`src/rtl/mdu_control.sv`:
```
`default_nettype none
// +--------------------------------------------------------------------------+
// | Module   : mdu_control                                                   |
// | Purpose  : EX-stage multiply/divide unit. Decodes MULT/MULTU/DIV/DIVU    |
// |            and the HI/LO move functs, runs an iterative radix-2          |
// |            multiplier or a restoring divider, owns HI/LO and requests    |
// |            a pipeline stall while a long operation is in flight.         |
// | Option   : MDU_FAST_MUL_EN - single-cycle combinational multiplier       |
// |            (IDLE->FIX directly for MULT/MULTU). Divide is unaffected.    |
// | Revision : 1.0 - initial release                                         |
// +--------------------------------------------------------------------------+
module mdu_control #(
   parameter int WIDTH = 32,
   parameter int CNT_W = $clog2(WIDTH) + 1
) (
   input  logic             i_clk,
   input  logic             i_rst_n,
   input  logic             i_valid,
   input  logic [2:0]       i_aluop,
   input  logic [5:0]       i_funct,
   input  logic [WIDTH-1:0] i_rs,
   input  logic [WIDTH-1:0] i_rt,
   output logic             o_ready,
   output logic             o_busy,
   output logic             o_stall,
   output logic             o_done,
   output logic             o_div_by_zero,
   output logic [WIDTH-1:0] o_hi,
   output logic [WIDTH-1:0] o_lo
);

   localparam logic [2:0] C_ALUOP_R = 3'b010;
   localparam logic [5:0] C_MFHI    = 6'h10;
   localparam logic [5:0] C_MTHI    = 6'h11;
   localparam logic [5:0] C_MFLO    = 6'h12;
   localparam logic [5:0] C_MTLO    = 6'h13;
   localparam logic [5:0] C_MULT    = 6'h18;
   localparam logic [5:0] C_MULTU   = 6'h19;
   localparam logic [5:0] C_DIV     = 6'h1a;
   localparam logic [5:0] C_DIVU    = 6'h1b;

   typedef enum logic [1:0] {
      IDLE = 2'd0,
      RUN  = 2'd1,
      FIX  = 2'd2
   } state_e;

   state_e               state_q, state_d;
   logic [WIDTH-1:0]     a_q, a_d;          // multiplicand magnitude
   logic [WIDTH-1:0]     b_q, b_d;          // divisor magnitude
   logic [2*WIDTH-1:0]   acc_q, acc_d;      // {hi part, lo part} working register
   logic [CNT_W-1:0]     cnt_q, cnt_d;
   logic                 is_div_q, is_div_d;
   logic                 neg_q, neg_d;      // product / quotient needs negation
   logic                 rem_neg_q, rem_neg_d;
   logic                 dbz_q, dbz_d;
   logic [WIDTH-1:0]     hi_q, hi_d;
   logic [WIDTH-1:0]     lo_q, lo_d;
   logic                 done_q, done_d;
   logic                 dbz_out_q, dbz_out_d;

   logic                 rtype, is_long, is_mdu, accept, signed_op;
   logic [WIDTH-1:0]     rs_abs, rt_abs;
   logic [WIDTH:0]       mul_sum, div_part, div_diff;
   logic                 div_fit;
   logic [2*WIDTH-1:0]   prod, prod_fix;
   logic [WIDTH-1:0]     quo_fix, rem_fix;

   // Instruction decode and operand magnitudes for signed ops
   always_comb begin
      rtype     = i_valid && (i_aluop == C_ALUOP_R);
      is_long   = (i_funct == C_MULT) || (i_funct == C_MULTU) ||
                  (i_funct == C_DIV)  || (i_funct == C_DIVU);
      is_mdu    = is_long || (i_funct == C_MFHI) || (i_funct == C_MTHI) ||
                  (i_funct == C_MFLO) || (i_funct == C_MTLO);
      accept    = rtype && is_long && (state_q == IDLE);
      signed_op = ~i_funct[0];
      rs_abs    = (signed_op && i_rs[WIDTH-1]) ? -i_rs : i_rs;
      rt_abs    = (signed_op && i_rt[WIDTH-1]) ? -i_rt : i_rt;
   end

   // One multiply/divide iteration plus the final sign correction
   always_comb begin
      mul_sum  = {1'b0, acc_q[2*WIDTH-1:WIDTH]} +
                 (acc_q[0] ? {1'b0, a_q} : {(WIDTH+1){1'b0}});
      // Partial remainder shifted left with the next dividend bit
      div_part = {acc_q[2*WIDTH-1:WIDTH], acc_q[WIDTH-1]};
      div_fit  = (div_part >= {1'b0, b_q});
      div_diff = div_part - {1'b0, b_q};
`ifdef MDU_FAST_MUL_EN
      prod     = {{WIDTH{1'b0}}, a_q} * {{WIDTH{1'b0}}, b_q};
`else
      prod     = acc_q;
`endif
      prod_fix = neg_q ? -prod : prod;
      // A zero divisor yields an all-ones quotient regardless of signs
      quo_fix  = dbz_q ? {WIDTH{1'b1}} :
                 (neg_q ? -acc_q[WIDTH-1:0] : acc_q[WIDTH-1:0]);
      // With a zero divisor the remainder is |rs|, so this restores rs
      rem_fix  = rem_neg_q ? -acc_q[2*WIDTH-1:WIDTH] : acc_q[2*WIDTH-1:WIDTH];
   end

   // Next-state and datapath update for the IDLE/RUN/FIX sequencer
   always_comb begin
      state_d   = state_q;
      a_d       = a_q;
      b_d       = b_q;
      acc_d     = acc_q;
      cnt_d     = cnt_q;
      is_div_d  = is_div_q;
      neg_d     = neg_q;
      rem_neg_d = rem_neg_q;
      dbz_d     = dbz_q;
      hi_d      = hi_q;
      lo_d      = lo_q;
      done_d    = (state_q == FIX);
      dbz_out_d = (state_q == FIX) && is_div_q && dbz_q;
      case (state_q)
         IDLE: begin
            if (accept) begin
               a_d       = rs_abs;
               b_d       = rt_abs;
               is_div_d  = i_funct[1];
               neg_d     = signed_op && (i_rs[WIDTH-1] ^ i_rt[WIDTH-1]);
               rem_neg_d = signed_op && i_rs[WIDTH-1];
               dbz_d     = (i_rt == {WIDTH{1'b0}});
               cnt_d     = CNT_W'(WIDTH);
               acc_d     = i_funct[1] ? {{WIDTH{1'b0}}, rs_abs}
                                      : {{WIDTH{1'b0}}, rt_abs};
               state_d   = RUN;
`ifdef MDU_FAST_MUL_EN
               if (!i_funct[1]) begin
                  state_d = FIX;
               end
`endif
            end else if (rtype && (i_funct == C_MTHI)) begin
               hi_d = i_rs;
            end else if (rtype && (i_funct == C_MTLO)) begin
               lo_d = i_rs;
            end
         end
         RUN: begin
            if (is_div_q) begin
               acc_d = {(div_fit ? div_diff[WIDTH-1:0] : div_part[WIDTH-1:0]),
                        acc_q[WIDTH-2:0], div_fit};
            end else begin
               acc_d = {mul_sum, acc_q[WIDTH-1:1]};
            end
            cnt_d = cnt_q - CNT_W'(1);
            if (cnt_q == CNT_W'(1)) begin
               state_d = FIX;
            end
         end
         FIX: begin
            if (is_div_q) begin
               hi_d = rem_fix;
               lo_d = quo_fix;
            end else begin
               hi_d = prod_fix[2*WIDTH-1:WIDTH];
               lo_d = prod_fix[WIDTH-1:0];
            end
            state_d = IDLE;
         end
         default: state_d = IDLE;
      endcase
   end

   // State and datapath registers; reset aborts any operation in flight
   always_ff @(posedge i_clk or negedge i_rst_n) begin
      if (!i_rst_n) begin
         state_q   <= IDLE;
         a_q       <= '0;
         b_q       <= '0;
         acc_q     <= '0;
         cnt_q     <= '0;
         is_div_q  <= 1'b0;
         neg_q     <= 1'b0;
         rem_neg_q <= 1'b0;
         dbz_q     <= 1'b0;
         hi_q      <= '0;
         lo_q      <= '0;
         done_q    <= 1'b0;
         dbz_out_q <= 1'b0;
      end else begin
         state_q   <= state_d;
         a_q       <= a_d;
         b_q       <= b_d;
         acc_q     <= acc_d;
         cnt_q     <= cnt_d;
         is_div_q  <= is_div_d;
         neg_q     <= neg_d;
         rem_neg_q <= rem_neg_d;
         dbz_q     <= dbz_d;
         hi_q      <= hi_d;
         lo_q      <= lo_d;
         done_q    <= done_d;
         dbz_out_q <= dbz_out_d;
      end
   end

   assign o_ready       = (state_q == IDLE);
   assign o_busy        = (state_q != IDLE);
   assign o_stall       = rtype && is_mdu && (state_q != IDLE);
   assign o_done        = done_q;
   assign o_div_by_zero = dbz_out_q;
   assign o_hi          = hi_q;
   assign o_lo          = lo_q;

endmodule
`default_nettype wire

```
`config.mk`:
```
export PLATFORM = sky130hd
export DESIGN_NAME = mdu_control
export DESIGN_NICKNAME = d
export VERILOG_FILES = /design/src/rtl/mdu_control.sv
export SDC_FILE = /design/constraint.sdc
export NUM_CORES = 1
export LEC_CHECK = 0
export ABC_AREA = 1
export BUFFER_PORTS_ARGS = -buffer_cell sky130_fd_sc_hd__buf_2
export CORE_ASPECT_RATIO = 2
export CORE_UTILIZATION = 58
export CTS_CLUSTER_SIZE = 16
export DETAILED_ROUTE_END_ITERATION = 16
export HOLD_SLACK_MARGIN = 0.08
export PLACE_DENSITY_LB_ADDON = 0.08
export SETUP_SLACK_MARGIN = 0.15
export SYNTH_ARGS = -nofsm -noshare
export SYNTH_HDL_FRONTEND = slang
export SYNTH_SLANG_ARGS = --single-unit
```
`constraint.sdc`:
```
create_clock -name i_clk -period 3.1 [get_ports i_clk]
set_input_delay 0.465 -clock i_clk [delete_from_list [all_inputs] [get_ports i_clk]]
set_output_delay 0.465 -clock i_clk [all_outputs]
set_load 0.02 [all_outputs]
```
==> results of run 1 <==
## Yosys cell counts (all sizes together) (9+ instances only)
cell type,n
o211ai,17
nand2,940
o21ai,156
dfrtp,206
nor2,462
a31oi,29
ha,70
nand4,52
clkbuf,64
o21bai,14
nor3,32
nand3b,20
nand3,381
inv,434
buf,44
a21oi,180
xnor2,21
o21a,9
xor2,49
## through the flow
| stage | hold WS [ns] | utilization [%] | cells | setup WS, ns |
|---|---|---|---|---|
| CTS | 0.2770 | 65.60 | 3795 | 0.2314 |
| detailed placement | 0.4636 | 63.61 | 3758 | 0.2814 |
| global placement | 0.4636 | 63.61 | 3758 | 0.2745 |
| floorplan | 0.1694 | - | 3232 | 0.4251 |
## logic make-up after synthesis
family | after synthesis | share of synthesized area, %
buffers and inverters | 546 | 10.99
xor gates and xnor gates | 70 | 3.193
DFF | 206 | 26.85
and+or+nand+nor | 1909 | 41.96
AOI/OAI and AO/OA | 429 | 12.23
adders and majority gates | 72 | 4.771
## layer usage
layer | GRT usage (%) | GRT overflow
met4 | 65.42 | 66
met1 | 64.62 | 0
met3 | 31.66 | 0
met2 | 86.95 | 116
met5 | 0.1508 | 0
## repair_timing
item                                   in CTS
hold buffers                                1
endpoints found under the hold margin      79
gates resized for setup                     0
==> reports/results.ini, run 1 <==
[placement]
dpl-instance-area_um2 = 20580
portBuffers = 144
gp_congestion = 1.218
dp_hpwl_mm = 71.96

[synthesis]
synth_cell_types = 46
synth_edf_count = 0
synthCells = 3232
synth.yosys.warnings = 0
ys_seq_area_share_pct = 26.85
syn_area_um2 = 19200
synth_area_leaders = dfrtp_1, nand2_1, nand3_1
synth_flop_cell = dfrtp_1
synth.largest_area_cell = dfrtp_1
yosys.area.top_type_share_pct = 26.85
synth_seq_cells = 206
synth_fp_nets = 3380
synthArstFlopShare_pct = 100.0
avgSynthCellArea_um2 = 5.940

[floorplanning]
start_util_pct = 59.35
die_h_um = 259.3
io_pins = 145
placementRows = 93
die_x_um = 130.7

[grt]
grt_pass1_vias = 24610
grt_pass1_wl_mm = 157.1
overflow = 182
grt_use_total_pct = 62.52
grt_max_degree = 84

[status]
outcome = stopped before the end
error = [ERROR GRT-0116] Global routing finished with congestion. Check the congestion regions in the DRC Viewer.
lastStage = global routing (5_1_grt)

[clock_network]
cts-root-buf = clkbuf_16
clockBufferDepth = 3
cts_sinks = 206
cts_buffers = 21
postCtsSetupBuffers = 0
htree_levels = 1

==> run 2, diff against run 1 <==
- CORE_ASPECT_RATIO: 2 -> unset
- CORE_UTILIZATION: 58 -> 40
- CTS_CLUSTER_SIZE: 16 -> unset
- HOLD_SLACK_MARGIN: 0.08 -> unset
- PLACE_DENSITY_LB_ADDON: 0.08 -> 0.15
- SETUP_SLACK_MARGIN: 0.15 -> unset
==> run 2 against run 1 <==
The flow now finishes without violations. Synthesized area unchanged. Synthesized cell count unchanged.
==> reports/results.ini, run 2 <==
[synthesis]
synthArstFlopShare_pct = 100.0  ; unchanged
syn_area_um2 = 19200  ; unchanged
synth_fp_nets = 3380  ; unchanged
synth_common_cells = nand2_1, nor2_1, inv_1  ; unchanged
synth.largest_area_cell = dfrtp_1  ; unchanged
synth_edf_count = 0  ; unchanged
synth_area_leaders = dfrtp_1, nand2_1, nand3_1  ; unchanged
synth_seq_cells = 206  ; unchanged
synth_mux_area_share_pct = 0  ; unchanged
ys_seq_area_share_pct = 26.85  ; unchanged
synth-xor-area-share_pct = 3.193  ; unchanged
avgSynthCellArea_um2 = 5.940  ; unchanged
synth_flop_cell = dfrtp_1  ; unchanged
synth_compound_area_share_pct = 12.23  ; unchanged
yosys.area_share.simple_pct = 41.96  ; unchanged
synth_most_common_cell = nand2_1  ; unchanged
synth.yosys.warnings = 0  ; unchanged
synth_cell_types = 46  ; unchanged
synthAdderAreaFrac_pct = 4.771  ; unchanged
yosys.area.top_type_share_pct = 26.85  ; unchanged
synth_top_family_by_area = simple AND/OR/NAND/NOR gates  ; unchanged
synthCells = 3232  ; unchanged

[placement]
dp_cells = 3947  ; was 3758
gp_congestion = 0.9820  ; was 1.218
portBuffers = 144  ; unchanged
dp_hpwl_mm = 73.98  ; was 71.96 mm
dpl-instance-area_um2 = 20890  ; was 20580 um2

[critical_path]
crit_fanout = 37
critical_path_class = reg2reg
startpoint_type = flip-flop
critical_path.cell_chain = buf_12 > nand2_1 > inv_1 > ha_1 > nand2_1 > inv_1 > nand2_1 > nor3_1 > inv_1 > nor2_1 > nor2_1 > nand3_1 > nand2_1 > nor2_1 > nor2_1 > nand2_1 > nand2_1
slowest_delay_ns = 0.41
crit_arrival_ns = 3.26
cp_slowest_cell = dfrtp_1
required_ns = 3.56
cp_common_cell = nand2_1
setup.worst_path.end_class = flip-flop

[clock_network]
clockBufferDepth = 3  ; unchanged
cts_sinks = 206  ; unchanged
worstSkewPairLatency_ns = 0.59
cts_hold_buf = 1  ; unchanged
cts_buffers = 27  ; was 21
path_clk_slew_ns = 0.06
htree_levels = 1  ; unchanged
cts_resized = 0  ; unchanged
postCtsSetupBuffers = 0  ; unchanged
cts_tree = yes
cts-root-buf = clkbuf_16  ; unchanged

[pwr]
leakagePower_nw = 11.48
pwr_density_cell_nw_per_um2 = 839.7
p_clk_share_pct = 18.6
internal-power_mw = 8.772
switching_power_mw = 9.566
power.total_mw = 18.34
p_comb_share_pct = 55.9
vdd_ir_drop_max_mv = 0.6923
p_seq_share_pct = 25.5
sw_frac_of_total_pct = 52.17

[floorplanning]
die_x_um = 221.1  ; was 130.7 um
io_pins = 145  ; unchanged
core_area_um2 = 46950
placementRows = 79  ; was 93
fp.dieArea_um2 = 48880
start_util_pct = 40.89  ; was 59.35%
die_h_um = 221.1  ; was 259.3 um

[final_layout]
diodes = 0
layout_commonest_cell = nand2_1
top_register = acc_q
n_fill_cell = 5167
drive_above_1_share_pct = 8.935
final_area_um2 = 21840
mostFrequentLayoutCells = nand2_1, nor2_1, inv_1
final_cells = 3998
syn2layout_area_growth_pct = 13.76
layout.nets = 3518
largest_register_ffs = 64

[timing]
hold_slack_ns = 0.1899
setup_viol = 0
worst_slew_pin_slew_ns = 1.027
drv_slew = 0
fmax_ghz = 0.3568
fin_setup_tns_ns = 0
fin_crit_sh_pct = 90.42
period_needed_ns = 2.803
rsz0062_at_grt = false
fin_worst_skew_ns = 0.02719
slew_headroom_pct = 31.08
hold_violations = 0

[status]
outcome = finished clean  ; was stopped before the end

[detailed_routing]
drc = 0
initialDrtViolationCount = 2193
drt-total-wl_mm = 90.61
viasPerCell = 5.634
first_pass_iters = 6
ant_nets = 0
num_vias = 22520
routedWlPerCell_um = 22.66

[grt]
antenna_found_initial = 1
grt_max_degree = 74
overflow = 0
grt_pass1_vias = 21390
grt_use_total_pct = 36.62
grt_pass1_wl_mm = 134.8

[job]
max-cap-violations = 0

[min_path]
hp-class = in2reg

==> run 2: cell counts after synthesis <==
Identical to the previous run, type by type.
==> run 2: area by class of cell <==
type / instances / area [um2] / area share [%]
multi-input combinational: 2480 / 11970 / 54.79
sequential: 206 / 5157 / 23.62
inverter: 438 / 1644 / 7.528
timing repair buffer: 217 / 1368 / 6.262
tap: 607 / 759.5 / 3.478
clock buffer: 38 / 757.0 / 3.466
clock inverter: 12 / 187.7 / 0.8594
==> run 2: through the flow <==
stage,utilization [%],setup WS (ns)
after global placement,44.48,0.3865
after global routing,46.52,0.08554
after floorplan,-,0.4251
final,46.52,0.2969
after detailed placement,44.48,0.3736
after CTS,46.52,0.3570
==> run 2: path summary, 6_finish.rpt <==
path / from / end / slack (ns) / cells after the start
setup / recovery: acc_q[0]$_DFFE_PN0P_ / acc_q[58]$_DFFE_PN0P_ / 0.30 / 17
hold / removal: i_rt[26] / b_q[26]$_DFFE_PN0P_ / 0.19 / 3
setup reg to reg: acc_q[0]$_DFFE_PN0P_ / acc_q[58]$_DFFE_PN0P_ / 0.30 / 17
hold reg to reg: o_lo[3]$_DFFE_PN0P_ / o_lo[3]$_DFFE_PN0P_ / 0.48 / 2
max in group asynchronous: i_rst_n / a_q[2]$_DFFE_PN0P_ / 1.73 / 3
min in group asynchronous: i_rst_n / b_q[15]$_DFFE_PN0P_ / 0.48 / 2
==> run 2: logic make-up after synthesis <==
| kind of cell | after synthesis |
|---|---|
| AOI/OAI and AO/OA | 429 |
| DFF | 206 |
| adders and majority gates | 72 |
| and+or+nand+nor | 1909 |
| xor gates and xnor gates | 70 |
| buffers and inverters | 546 |
==> run 2: critical path: cells and delay by family, from the launching register on <==
kind	cells	cell delay, ns
buf+inv	4	0.44
flops	1	0.41
fa+ha+maj	1	0.40
simple gates	12	1.41
==> run 2: per-layer routing <==
metal	GRT usage (%)	wire, um	up-vias	share of wire [%]
met4	16.94	4877	0	5.4
met2	57.23	39400	981	43
li1	-	-	10640	-
met3	4.183	6685	190	7.4
met1	50.57	39650	10710	44
met5	0	0	-	0
==> run 2: power groups by stage <==
stage               logic (mW)  registers, mW  clock network [mW]
finish                    10.2           4.68                3.41
global route              11.3           4.75                3.53
CTS                       10.1           4.66                3.44
detailed placement        10.1           4.69                   0
global placement          10.0           4.67                   0
floorplan                 6.11           4.66                   0
No activity file was read; power rests on OpenSTA's default activity.
==> run 3, diff against run 2 <==
- PLACE_DENSITY: unset -> 0.6
- PLACE_DENSITY_LB_ADDON: 0.15 -> unset
==> run 3 against run 2 <==
Count of clock-buffer cells in the layout up 1. Combinational power barely moved. Register-to-register slack got worse by 0.15 ns. Critical path type unchanged. Non-clock buffer count fell by 1. Largest power group unchanged. Sequential power down 2%. Via count rose by 0.78%. Worst setup slack got worse by 0.15 ns. Utilization hardly changed. Largest cell class unchanged. Die area stayed put. Global-route usage is 0.42 points higher. Clock power decreased by 2%. Clock skew is 0.0025 ns lower.
==> reports/results.ini, run 3 (synthesized netlist as in run 2, its figures left out) <==
[clock_network]
worstSkewPairLatency_ns = 0.59  ; about the same
path_clk_slew_ns = 0.06  ; about the same
cts_sinks = 206  ; unchanged
cts-root-buf = clkbuf_16  ; unchanged
htree_levels = 1  ; unchanged
clockBufferDepth = 3  ; unchanged
cts_tree = yes  ; unchanged
cts_buffers = 27  ; unchanged

[critical_path]
startpoint = acc_q[0]$_DFFE_PN0P_  ; unchanged
crit_fanout = 31  ; was 37
startpoint_type = flip-flop  ; unchanged
required_ns = 3.61  ; was 3.56 ns
setup.worst_path.end_class = flip-flop  ; unchanged
rr_startpoint = acc_q[0]$_DFFE_PN0P_  ; unchanged
crit_arrival_ns = 3.47  ; was 3.26 ns
critical_path_class = reg2reg  ; unchanged

[final_layout]
largest_register_ffs = 64  ; unchanged
top_register = acc_q  ; unchanged
diodes = 0  ; unchanged
mostFrequentLayoutCells = nand2_1, nor2_1, inv_1  ; unchanged
finish.utilization_pct = 46.48  ; was 46.52%
drive_above_1_share_pct = 9.000  ; was 8.935%
syn2layout_area_growth_pct = 13.68  ; was 13.76%
final_area_um2 = 21820  ; was 21840 um2
layout.nets = 3517  ; was 3518
n_fill_cell = 5107  ; was 5167
layout_commonest_cell = nand2_1  ; unchanged

[timing]
worst_slew_pin_slew_ns = 1.048  ; was 1.027 ns
fmax_ghz = 0.3386  ; was 0.3568 GHz
drv_slew = 0  ; unchanged
period_needed_ns = 2.953  ; was 2.803 ns
rsz0062_at_grt = false  ; unchanged
fin_setup_tns_ns = 0  ; unchanged
fin_worst_skew_ns = 0.02471  ; was 0.02719 ns
fin_crit_sh_pct = 95.26  ; was 90.42%
setup_viol = 0  ; unchanged
slew_headroom_pct = 30.07  ; was 31.08%
hold_violations = 0  ; unchanged

[pwr]
switching_power_mw = 9.626  ; was 9.566 mW
power.total_mw = 18.39  ; was 18.34 mW
vdd_ir_drop_max_mv = 0.5430  ; was 0.6923 mV
p_clk_share_pct = 18.2  ; was 18.6%
internal-power_mw = 8.761  ; was 8.772 mW
p_comb_share_pct = 56.9  ; was 55.9%
p_seq_share_pct = 24.9  ; was 25.5%
leakagePower_nw = 11.47  ; was 11.48 nW
sw_frac_of_total_pct = 52.35  ; was 52.17%
pwr_density_cell_nw_per_um2 = 842.5  ; was 839.7 nW/um2

[detailed_routing]
routedWlPerCell_um = 23.03  ; was 22.66 um
drt-total-wl_mm = 92.03  ; was 90.61 mm
first_pass_iters = 6  ; unchanged
ant_nets = 0  ; unchanged
viasPerCell = 5.680  ; was 5.634
drc = 0  ; unchanged
num_vias = 22700  ; was 22520
initialDrtViolationCount = 2199  ; was 2193

[placement]
dpl-instance-area_um2 = 20880  ; was 20890 um2
portBuffers = 144  ; unchanged
gp_congestion = 1.049  ; was 0.9820
dp_hpwl_mm = 75.13  ; was 73.98 mm

[grt]
grt_max_degree = 84  ; was 74
overflow = 0  ; unchanged
grt_pass1_vias = 21130  ; was 21390
grt_use_total_pct = 37.03  ; was 36.62%
antenna_found_initial = 1  ; unchanged
grt_pass1_wl_mm = 135.9  ; was 134.8 mm

[min_path]
min_from = i_rt[26]  ; unchanged
hp-class = in2reg  ; unchanged

[floorplanning]
die_h_um = 221.1  ; unchanged
core_area_um2 = 46950  ; unchanged
die_x_um = 221.1  ; unchanged
fp.dieArea_um2 = 48880  ; unchanged
start_util_pct = 40.89  ; unchanged
placementRows = 79  ; unchanged
io_pins = 145  ; unchanged

[status]
outcome = finished clean  ; unchanged

[job]
max-cap-violations = 0  ; unchanged

==> run 3: metrics by stage <==
stage	worst slack [ns]	cells	hold slack (ns)
2_1_floorplan	0.4251	3232	0.1694
3_3_place_gp	0.1031	3946	0.3549
3_5_place_dp	0.1973	3946	0.3585
4_1_cts	0.1516	3996	0.1638
5_1_grt	0.05563	3996	0.2001
6_report	0.1468	3996	0.1892
==> run 3: worst max-delay path: stages (launching register included) <==
cell and delay, ns:
dfrtp_1 0.47, buf_12 0.22, nand2_1 0.11, inv_1 0.05, ha_1 0.35, nand2_1 0.12, inv_1 0.07, nand2_1 0.10
nor3_1 0.42, nand4_1 0.31, nand3_1 0.15, nand2_1 0.06, nand3_1 0.12, nand2_1 0.07, nand3b_1 0.18, nand2_1 0.06
==> run 3: area by class of cell <==
class	instances	area [um2]	share of cell area, %
multi-input combinational	2480	11980	54.88
sequential	206	5157	23.63
inverter	438	1644	7.533
timing repair buffer	216	1360	6.232
clock buffer	39	780.7	3.577
tap	607	759.5	3.480
clock inverter	10	145.1	0.6650
==> run 3: layer usage <==
layer,global-route usage (%),vias to the layer above,share of wire (%),wire [um]
met5,0,-,0.014,13
met3,5.550,188,7.9,7305
met1,50.24,10850,43,39250
li1,-,10630,-,-
met2,57.82,1029,44,40360
met4,17.48,2,5.5,5096
==> run 3: worst paths after layout <==
kind                                              end  slack, ns  cells after the start
worst max register to register  acc_q[50]$_DFFE_PN0P_       0.15                     15
worst max-delay path            acc_q[50]$_DFFE_PN0P_       0.15                     15
min in group asynchronous       acc_q[31]$_DFFE_PN0P_       0.33                      2
worst min register to register     a_q[4]$_DFFE_PN0P_       0.48                      2
worst min-delay path              b_q[26]$_DFFE_PN0P_       0.19                      3
max in group asynchronous        is_div_q$_DFFE_PN0P_       1.99                      3
==> run 3: power groups by stage <==
stage / sequential, mW / combinational (mW) / clock (mW)
2_1_floorplan: 4.66 / 6.11 / 0
5_1_grt: 4.67 / 11.4 / 3.46
4_1_cts: 4.57 / 10.3 / 3.36
6_report: 4.59 / 10.5 / 3.34
3_5_place_dp: 4.60 / 10.2 / 0
3_3_place_gp: 4.58 / 10.2 / 0
==> run 3: repair_timing <==
action	CTS	global route
endpoints found under the hold margin	18	0
setup endpoints to repair	0	2
buffers inserted	0	0
gates resized for setup	0	3
hold buffers	1	0
